$ cat config.mk
export PLATFORM = sky130hd
export DESIGN_NAME = alu_sequencer
export DESIGN_NICKNAME = d
export VERILOG_FILES = /design/src/rtl/alu_seq_pkg.sv /design/src/rtl/alu_seq_decode.sv /design/src/rtl/alu_sequencer.sv
export SDC_FILE = /design/constraint.sdc
export NUM_CORES = 1
export LEC_CHECK = 0
export CAP_MARGIN = 10
export CORE_UTILIZATION = 35
export DETAILED_ROUTE_END_ITERATION = 10
export PLACE_DENSITY = 0.59
export REMOVE_ABC_BUFFERS = 1
export SLEW_MARGIN = 20
export SYNTH_ARGS = -nofsm -noshare
export SYNTH_HDL_FRONTEND = slang
export SYNTH_SLANG_ARGS = --single-unit
export TNS_END_PERCENT = 5
$ cat constraint.sdc
create_clock -name CLK -period 2.3 [get_ports CLK]
set_input_delay 0.69 -clock CLK [delete_from_list [all_inputs] [get_ports CLK]]
set_output_delay 0.69 -clock CLK [all_outputs]
set_load 0.02 [all_outputs]
$ cat src/rtl/alu_seq_pkg.sv
// alu_seq_pkg: shared definitions for the ALU sequencer.
//   - instruction field positions (opcode / operand nibbles)
//   - opcode constants for the non-ALU instructions (0x0-0x7 are ALU ops)
//   - jump condition select encoding
//   - FSM state encoding; the PAUSE state exists only when SINGLE_STEP_EN
//     is defined
package alu_seq_pkg;

    localparam int OPC_HI = 7;
    localparam int OPC_LO = 4;
    localparam int OPN_HI = 3;
    localparam int OPN_LO = 0;

    localparam logic [3:0] OP_OUT  = 4'h8;
    localparam logic [3:0] OP_NOP  = 4'h9;
    localparam logic [3:0] OP_JMP  = 4'hA;
    localparam logic [3:0] OP_JC   = 4'hB;
    localparam logic [3:0] OP_JZ   = 4'hC;
    localparam logic [3:0] OP_JNZ  = 4'hD;
    localparam logic [3:0] OP_WAIT = 4'hE;
    localparam logic [3:0] OP_HALT = 4'hF;

    typedef enum logic [1:0] {
        COND_ALWAYS = 2'd0,
        COND_C      = 2'd1,
        COND_Z      = 2'd2,
        COND_NZ     = 2'd3
    } cond_e;

`ifdef SINGLE_STEP_EN
    typedef enum logic [3:0] {
        ST_IDLE    = 4'd0,
        ST_FETCH   = 4'd1,
        ST_DECODE  = 4'd2,
        ST_EXEC    = 4'd3,
        ST_FETCH2  = 4'd4,
        ST_LOADPC  = 4'd5,
        ST_WAITING = 4'd6,
        ST_HALTED  = 4'd7,
        ST_PAUSE   = 4'd8
    } state_e;
`else
    typedef enum logic [2:0] {
        ST_IDLE    = 3'd0,
        ST_FETCH   = 3'd1,
        ST_DECODE  = 3'd2,
        ST_EXEC    = 3'd3,
        ST_FETCH2  = 3'd4,
        ST_LOADPC  = 3'd5,
        ST_WAITING = 3'd6,
        ST_HALTED  = 3'd7
    } state_e;
`endif

endpackage

$ cat src/rtl/alu_seq_decode.sv
// alu_seq_decode: combinational opcode classifier.
//   opc      in  4  opcode nibble of the instruction being decoded
//   is_alu   out 1  opcode 0x0-0x7
//   is_out   out 1  OUT
//   is_jump  out 1  JMP/JC/JZ/JNZ (two-byte instructions)
//   is_wait  out 1  WAIT n
//   is_halt  out 1  HALT
//   cond_sel out 2  jump condition (always / C / Z / !Z)
// NOP decodes to all-zero flags and falls through to EXEC in the FSM.
module alu_seq_decode
    import alu_seq_pkg::*;
(
    input  logic [3:0] opc,
    output logic       is_alu,
    output logic       is_out,
    output logic       is_jump,
    output logic       is_wait,
    output logic       is_halt,
    output cond_e      cond_sel
);

    always_comb begin
        is_alu   = ~opc[3];
        is_out   = (opc == OP_OUT);
        is_jump  = (opc == OP_JMP) || (opc == OP_JC) ||
                   (opc == OP_JZ)  || (opc == OP_JNZ);
        is_wait  = (opc == OP_WAIT);
        is_halt  = (opc == OP_HALT);
        case (opc)
            OP_JC:   cond_sel = COND_C;
            OP_JZ:   cond_sel = COND_Z;
            OP_JNZ:  cond_sel = COND_NZ;
            default: cond_sel = COND_ALWAYS;
        endcase
    end

endmodule

$ cat src/rtl/alu_sequencer.sv
// alu_sequencer: stored-program controller for the accumulator/ALU datapath.
// Fetches 8-bit instructions from an external synchronous ROM and drives the
// datapath strobes, ALU select and operand; C/Z feed conditional jumps.
//   CLK     in   1     clock, rising edge
//   R       in   1     asynchronous active-low reset
//   START   in   1     start pulse, honoured in IDLE/HALTED only
//   STEP    in   1     single-step pulse (only with SINGLE_STEP_EN)
//   PC      out  PC_W  ROM address
//   INSTR   in   8     ROM data, one cycle after PC
//   C_IN    in   1     datapath carry flag
//   Z_IN    in   1     datapath zero flag
//   E1/E2   out  1     input buffer / accumulator enables (ALU EXEC)
//   E3      out  1     output buffer enable (OUT EXEC)
//   S       out  3     ALU select, holds last ALU value
//   OPND    out  4     operand, holds last ALU value
//   BUSY    out  1     not IDLE/HALTED
//   HALTED  out  1     in HALTED
// Optional: define SINGLE_STEP_EN to add STEP and a PAUSE state after every
// EXEC, LOADPC and WAITING completion.
module alu_sequencer
    import alu_seq_pkg::*;
#(
    parameter int PC_W   = 7,
    parameter int WAIT_W = 4
) (
    input  logic            CLK,
    input  logic            R,
    input  logic            START,
`ifdef SINGLE_STEP_EN
    input  logic            STEP,
`endif
    output logic [PC_W-1:0] PC,
    input  logic [7:0]      INSTR,
    input  logic            C_IN,
    input  logic            Z_IN,
    output logic            E1,
    output logic            E2,
    output logic            E3,
    output logic [2:0]      S,
    output logic [3:0]      OPND,
    output logic            BUSY,
    output logic            HALTED
);

    localparam logic [PC_W-1:0]   PC_ONE   = {{(PC_W-1){1'b0}}, 1'b1};
    localparam logic [WAIT_W-1:0] WAIT_ONE = {{(WAIT_W-1){1'b0}}, 1'b1};

    // Where an instruction goes once it has finished.
`ifdef SINGLE_STEP_EN
    localparam state_e ST_DONE = ST_PAUSE;
`else
    localparam state_e ST_DONE = ST_FETCH;
`endif

    state_e            state;
    logic [PC_W-1:0]   pc;
    logic [WAIT_W-1:0] wcnt;
    logic              taken;

    logic              is_alu, is_out, is_jump, is_wait, is_halt;
    cond_e             cond_sel;
    logic              cond_met;
    logic [3:0]        opnd_in;

    // The decoder only matters in DECODE, when INSTR holds the byte that
    // was fetched. Its fields are consumed there directly into the output,
    // counter and taken registers, so nothing downstream re-reads the byte.
    alu_seq_decode u_dec (
        .opc      (INSTR[OPC_HI:OPC_LO]),
        .is_alu   (is_alu),
        .is_out   (is_out),
        .is_jump  (is_jump),
        .is_wait  (is_wait),
        .is_halt  (is_halt),
        .cond_sel (cond_sel)
    );

    assign opnd_in = INSTR[OPN_HI:OPN_LO];

    always_comb begin
        case (cond_sel)
            COND_C:  cond_met = C_IN;
            COND_Z:  cond_met = Z_IN;
            COND_NZ: cond_met = ~Z_IN;
            default: cond_met = 1'b1;
        endcase
    end

    always_ff @(posedge CLK or negedge R) begin
        if (!R) begin
            state <= ST_IDLE;
            pc    <= '0;
            wcnt  <= '0;
            taken <= 1'b0;
            E1    <= 1'b0;
            E2    <= 1'b0;
            E3    <= 1'b0;
            S     <= '0;
            OPND  <= '0;
        end else begin
            // Strobes are one-shot: only the DECODE->EXEC transition sets them.
            E1 <= 1'b0;
            E2 <= 1'b0;
            E3 <= 1'b0;
            case (state)
                ST_IDLE, ST_HALTED: begin
                    if (START) begin
                        state <= ST_FETCH;
                        pc    <= '0;
                    end
                end
                ST_FETCH: state <= ST_DECODE;
                ST_DECODE: begin
                    pc    <= pc + PC_ONE;
                    taken <= cond_met;
                    if (is_jump) begin
                        state <= ST_FETCH2;
                    end else if (is_halt) begin
                        state <= ST_HALTED;
                    end else if (is_wait && (opnd_in != 4'd0)) begin
                        state <= ST_WAITING;
                        wcnt  <= WAIT_W'(opnd_in - 4'd1);
                    end else begin
                        // ALU, OUT, NOP and WAIT 0 all spend one EXEC cycle
                        state <= ST_EXEC;
                        if (is_alu) begin
                            E1   <= 1'b1;
                            E2   <= 1'b1;
                            S    <= INSTR[OPC_LO+2:OPC_LO];
                            OPND <= opnd_in;
                        end
                        if (is_out) E3 <= 1'b1;
                    end
                end
                ST_EXEC:   state <= ST_DONE;
                ST_FETCH2: state <= ST_LOADPC;
                ST_LOADPC: begin
                    // INSTR now holds the target byte fetched in FETCH2
                    pc    <= taken ? INSTR[PC_W-1:0] : pc + PC_ONE;
                    state <= ST_DONE;
                end
                ST_WAITING: begin
                    if (wcnt == '0) state <= ST_DONE;
                    else            wcnt  <= wcnt - WAIT_ONE;
                end
`ifdef SINGLE_STEP_EN
                ST_PAUSE: if (STEP) state <= ST_FETCH;
`endif
                default: state <= ST_IDLE;
            endcase
        end
    end

    assign PC     = pc;
    assign BUSY   = (state != ST_IDLE) && (state != ST_HALTED);
    assign HALTED = (state == ST_HALTED);

endmodule

==> results.txt, run 1 <==
Synth warn: 0
Die H: 66.1 um
I/O Buffers: 31
Die area: 0.00437 mm2
Max-slew headroom: 0.691
Die width: 66.1 um
R2R cell count: 4
Starting density of the core: 0.378
Most frequent cells in the layout: 30 x clkdlybuf4s50_1, 24 x dfrtp_1, 15 x buf_4, 11 x nand2_1, 9 x a21oi_1
Final Max Slew Viols: 0
Sw frac: 0.400
Detailed Route WL: 3.59 mm
Vias/cell: 5.55
Setup slack after layout: 157 ps
Primary FF master, synth: dfrtp_1
Fraction of layout instances using a drive strength above 1: 0.206
RD Place Congestion: 0.876
Total gr overflow: 0
Fill cells: 364
Final Hold Fails: 0
Post-synth EDFFs: 0
Gr usage total: 0.188
Yosys cell types: 57
Clock slew seen by the registers of the worst setup and hold paths: 80 ps
Root buf cell: clkbuf_8
Slew @ Worst Pin: 461 ps
Switching pwr: 0.887 mW
Leak: 0.829 nW
Comb power frac: 0.550
Pwr dens: 1140 mW/mm2
Fin nets: 196
First-pass GRT wire length: 6.14 mm
Clock group share of total power: 0.130
Worst EP required: 1610 ps
Tmin final: 2140 ps
Hold Path Depth: 1
Seq/Total Area, Yosys: 0.418
Clk_lat worst skew: 270 ps
Crit Path Class: reg -> out
Final setup viols: 0
CTS Hold Bufs: 0
Worst setup SP type: register
TritonCTS Sinks: 24
Drt drc: 0
Core outline area: 0.00380 mm2
Avg Inst Size Synth: 10.6 um2
Htree depth: 1
Post-route clock period utilization: 0.932
Reg power frac: 0.319
Initial antenna violation count: 0
TritonCTS Buffers: 3
Worst Path Max Fanout: 3
Power Total: 2.22 mW
Layout Skew: 2.29 ps
DRT Pass-1 Iters: 4
#FFs+latches synth: 24
Arr. time, crit path: 1450 ps
RSZ-0062 raised after global routing: no
Antenna-violating nets left: 0
CP endpoint kind: primary output
Via count: 1266
Clock Path Buffers: 2
Detailed placement HPWL: 2.61 mm
Pre-CTS setup slack: -12.0 ps
Max Cap Viol: 0
Int Pwr: 1.33 mW
Area Overhead vs Synth: 34.9%
Initial DRC count: 109
Drt wl/cell: 15.7 um
Status: completed
Antenna fix cells: 0
FP Rows: 22
Vias in the first global route: 1242
CTS tree: done
Post-synth ARST share: 1.00
Highest clock rate: 467 MHz
Most common cell after layout, fill and taps aside: clkdlybuf4s50_1
Largest net degree at the start of global routing: 25
Min-delay worst type: reg -> reg
Highest ir drop seen on vdd: 0.581 mV
Synth Instances: 136
Post-synthesis cell area: 0.00144 mm2
I/O pin total: 32
## sequential cells by signal (all words and copies together) (netlist names)
name   count
PC         7
OPND       4
wcnt       4
S          3
state      3
E2         1
E3         1
taken      1
## critical path, stage by stage, from the launching register on
cell and delay (ps):
dfrtp_1 370, nand2_1 80, nor2_1 120, clkdlybuf4s50_1 620
## repair_timing
action	4_1_cts	5_1_grt
gates resized for setup	0	1
setup buffers	0	0
setup endpoints to repair	0	1
## cells by family (layout without fill, tap and decap cells)
logic type	count (synthesis)	count (layout)	synth area share
mux	10	10	0.0801
xor+xnor	2	2	0.0122
compound gates	39	39	0.203
buf+inv	13	57	0.0453
flops	24	24	0.418
fa+ha+maj	2	2	0.0174
simple gates	46	46	0.225
## layer usage
layer,track usage,vias up,routed length [um]
met4,0.0559,0,36
met2,0.264,48,1620
met3,0.0431,4,232
li1,-,601,-
met1,0.284,613,1700
met5,0,-,0
## final cells by class
type	instances	area, um2	share of cell area
timing repair buffer	46	425	0.219
tap	48	60.1	0.0310
multi-input combinational	99	772	0.398
inverter	7	26.3	0.0135
sequential	24	601	0.310
clock buffer	4	55.1	0.0284
## synthesized netlist by cell type (2+ instances only)
cell type / count / area share
nand2_1: 11 / 0.029
and3_1: 2 / 0.0087
a221oi_1: 2 / 0.012
ha_1: 2 / 0.017
buf_4: 2 / 0.010
nor4_1: 3 / 0.013
a21oi_1: 9 / 0.031
a21o_1: 2 / 0.010
mux2_2: 8 / 0.063
nand3_1: 3 / 0.010
a221o_1: 2 / 0.014
nor3b_1: 2 / 0.010
dfrtp_1: 24 / 0.42
nor2_1: 7 / 0.018
o21ai_0: 5 / 0.017
clkbuf_1: 2 / 0.0052
inv_1: 7 / 0.018
a22oi_1: 2 / 0.010
nor3_1: 3 / 0.010
## worst paths after layout
check	to	from	slack, ps
max	HALTED	state[1]$_DFFE_PN0P_	160
max reg2reg	S[0]$_DFFE_PN0P_	state[1]$_DFFE_PN0P_	500
min reg2reg	wcnt[3]$_DFFE_PN0P_	wcnt[3]$_DFFE_PN0P_	480
min in group asynchronous	state[1]$_DFFE_PN0P_	R	790
max in group asynchronous	PC[2]$_DFFE_PN0P_	R	1270
min	wcnt[3]$_DFFE_PN0P_	wcnt[3]$_DFFE_PN0P_	480
## per-stage QoR
stage	hold slack [ps]	util	TNS [ps]	instances	cell area [um2]
final	479	0.511	0	228	1940
after CTS	478	0.510	0	228	1940
after global routing	505	0.511	0	228	1940
after global placement	470	0.495	0	224	1880
after floorplan	394	-	0	130	1400
after detailed placement	458	0.495	-12.0	224	1880
## power by group through the flow
| stage | combinational, mW | sequential (mW) | clock (mW) |
|---|---|---|---|
| final | 1.22 | 0.708 | 0.289 |
| after global routing | 1.33 | 0.735 | 0.321 |
| after CTS | 1.23 | 0.711 | 0.305 |
| after detailed placement | 1.22 | 0.716 | 0 |
| after global placement | 1.20 | 0.709 | 0 |
| after floorplan | 0.547 | 0.883 | 0 |
(Power assumes the default switching activity.)
==> run 2, diff against run 1 <==
SETUP_SLACK_MARGIN = 0.15   (was default)
==> run 2 against run 1 <==
  * Utilization about the same
  * Largest cell class unchanged
  * Via count unchanged
  * Flip-flop and latch count is the same
  * Combinational power about the same
  * Cell count unchanged
  * Register-to-register slack about the same
  * Worst setup slack gained 100 ps
  * Final area barely moved
  * Maximum frequency is 4.9% higher
  * Critical path depth shrank 2
==> results.txt, run 2 (same netlist as run 1, synthesis figures left out) <==
I/O Buffers: 31
Crit-path slowest cell: clkdlybuf4s50_1
Largest net degree at the start of global routing: 25
Die area: 0.00437 mm2
Most common cell after layout, fill and taps aside: clkdlybuf4s50_1
FF/Latch Area: 601 um2
Fill cells: 363
Gr usage total: 0.188
Min-delay worst type: reg -> reg
Global routing usage on met1: 0.284
Worst Path Max Fanout: 6
Die H: 66.1 um
Area Overhead vs Synth: 34.8%
Drt drc: 0
Max-slew headroom: 0.691
Highest clock rate: 490 MHz
Vias/cell: 5.55
Htree depth: 1
Drt wl/cell: 15.7 um
TNS Setup: 0 ps
Buffers & Inverters on Critical Path: 1
Detailed placement HPWL: 2.61 mm
Most frequent cells in the layout: 29 x clkdlybuf4s50_1, 24 x dfrtp_1, 15 x buf_4, 11 x nand2_1, 9 x a21oi_1
Core outline area: 0.00380 mm2
Final Hold Fails: 0
Status: completed
Detailed Route WL: 3.59 mm
Max Cap Viol: 0
Worst setup SP type: register
Max FFs per register: 7
Pwr dens: 1140 mW/mm2
Layout Skew: 2.29 ps
Antenna fix cells: 0
Fin nets: 196
Hold WS: 479 ps
RD Place Congestion: 0.876
Die width: 66.1 um
Worst EP required: 1610 ps
CTS tree: done
Initial antenna violation count: 0
TritonCTS Buffers: 3
Arr. time, crit path: 1350 ps
I/O pin total: 32
Slew @ Worst Pin: 461 ps
Starting density of the core: 0.378
Highest ir drop seen on vdd: 0.581 mV
Initial DRC count: 109
Met3 usage: 0.0431
Met2 GRT Util: 0.264
Post-CTS Setup Bufs: 0
FP Rows: 22
TritonCTS Sinks: 24
Clock slew seen by the registers of the worst setup and hold paths: 80 ps
Power Total: 2.21 mW
Multi-input logic area: 772 um2
Tmin final: 2040 ps
Via count: 1266
Fraction of layout instances using a drive strength above 1: 0.206
CP endpoint kind: primary output
Cell family with most CP delay: buffers and inverters
Post-route clock period utilization: 0.888
RSZ-0062 raised after global routing: no
Crit Path Class: reg -> out
Total gr overflow: 0
Clock Path Buffers: 2
Clk_lat worst skew: 270 ps
Final Max Slew Viols: 0
Antenna-violating nets left: 0
Critical Path, Cell by Cell: clkdlybuf4s50_1
Critical path's largest stage delay: 640 ps
Most crowded layer after global routing: met1
First-pass GRT wire length: 6.14 mm
DRT Pass-1 Iters: 4
Leak: 0.842 nW
CTS Hold Bufs: 0
Vias in the first global route: 1242
Final setup viols: 0
Root buf cell: clkbuf_8
run 2: changes by cell type in the layout (fill, tap and decap cells not counted):
cell             delta
clkdlybuf4s50_1     -1
dlygate4sd2_1       +1
run 2: area by class of cell:
cell class	count	area share
Multi-Input combinational cell	99	0.398
Sequential cell	24	0.310
Timing Repair Buffer	46	0.219
Tap cell	48	0.0310
Clock buffer	4	0.0284
Inverter	7	0.0136
run 2: per-layer routing:
layer  vias to the layer above  share of wire
met1                       613           0.47
li1                        601              -
met4                         0          0.010
met2                        48           0.45
met3                         4          0.065
met5                         -              0
run 2: metrics by stage:
stage               cells  setup slack [ps]  cell area [um2]  utilization
finish                228               257             1940        0.510
global route          228               204             1940        0.510
CTS                   228               137             1940        0.510
detailed placement    224             -12.0             1880        0.495
global placement      224              52.1             1880        0.495
floorplan             130               403             1400            -
run 2: final timing paths:
| kind | cells past startpoint | to | from | slack, ps |
|---|---|---|---|---|
| max reg2reg | 4 | S[0]$_DFFE_PN0P_ | state[1]$_DFFE_PN0P_ | 500 |
| min in group asynchronous | 2 | state[1]$_DFFE_PN0P_ | R | 790 |
| max in group asynchronous | 2 | PC[2]$_DFFE_PN0P_ | R | 1270 |
| min reg2reg | 1 | wcnt[3]$_DFFE_PN0P_ | wcnt[3]$_DFFE_PN0P_ | 480 |
| max | 1 | PC[2] | PC[2]$_DFFE_PN0P_ | 260 |
| min | 1 | wcnt[3]$_DFFE_PN0P_ | wcnt[3]$_DFFE_PN0P_ | 480 |
run 2: power by group:
| part | internal (mW) | switching [mW] |
|---|---|---|
| Clock | 0.153 | 0.136 |
| Sequential | 0.587 | 0.121 |
| Combinational | 0.583 | 0.630 |
run 2: what timing repair did:
action | 4_1_cts | 5_1_grt
setup endpoints to repair | 2 | 1
gates cloned | 0 | 0
resized for setup | 1 | 1
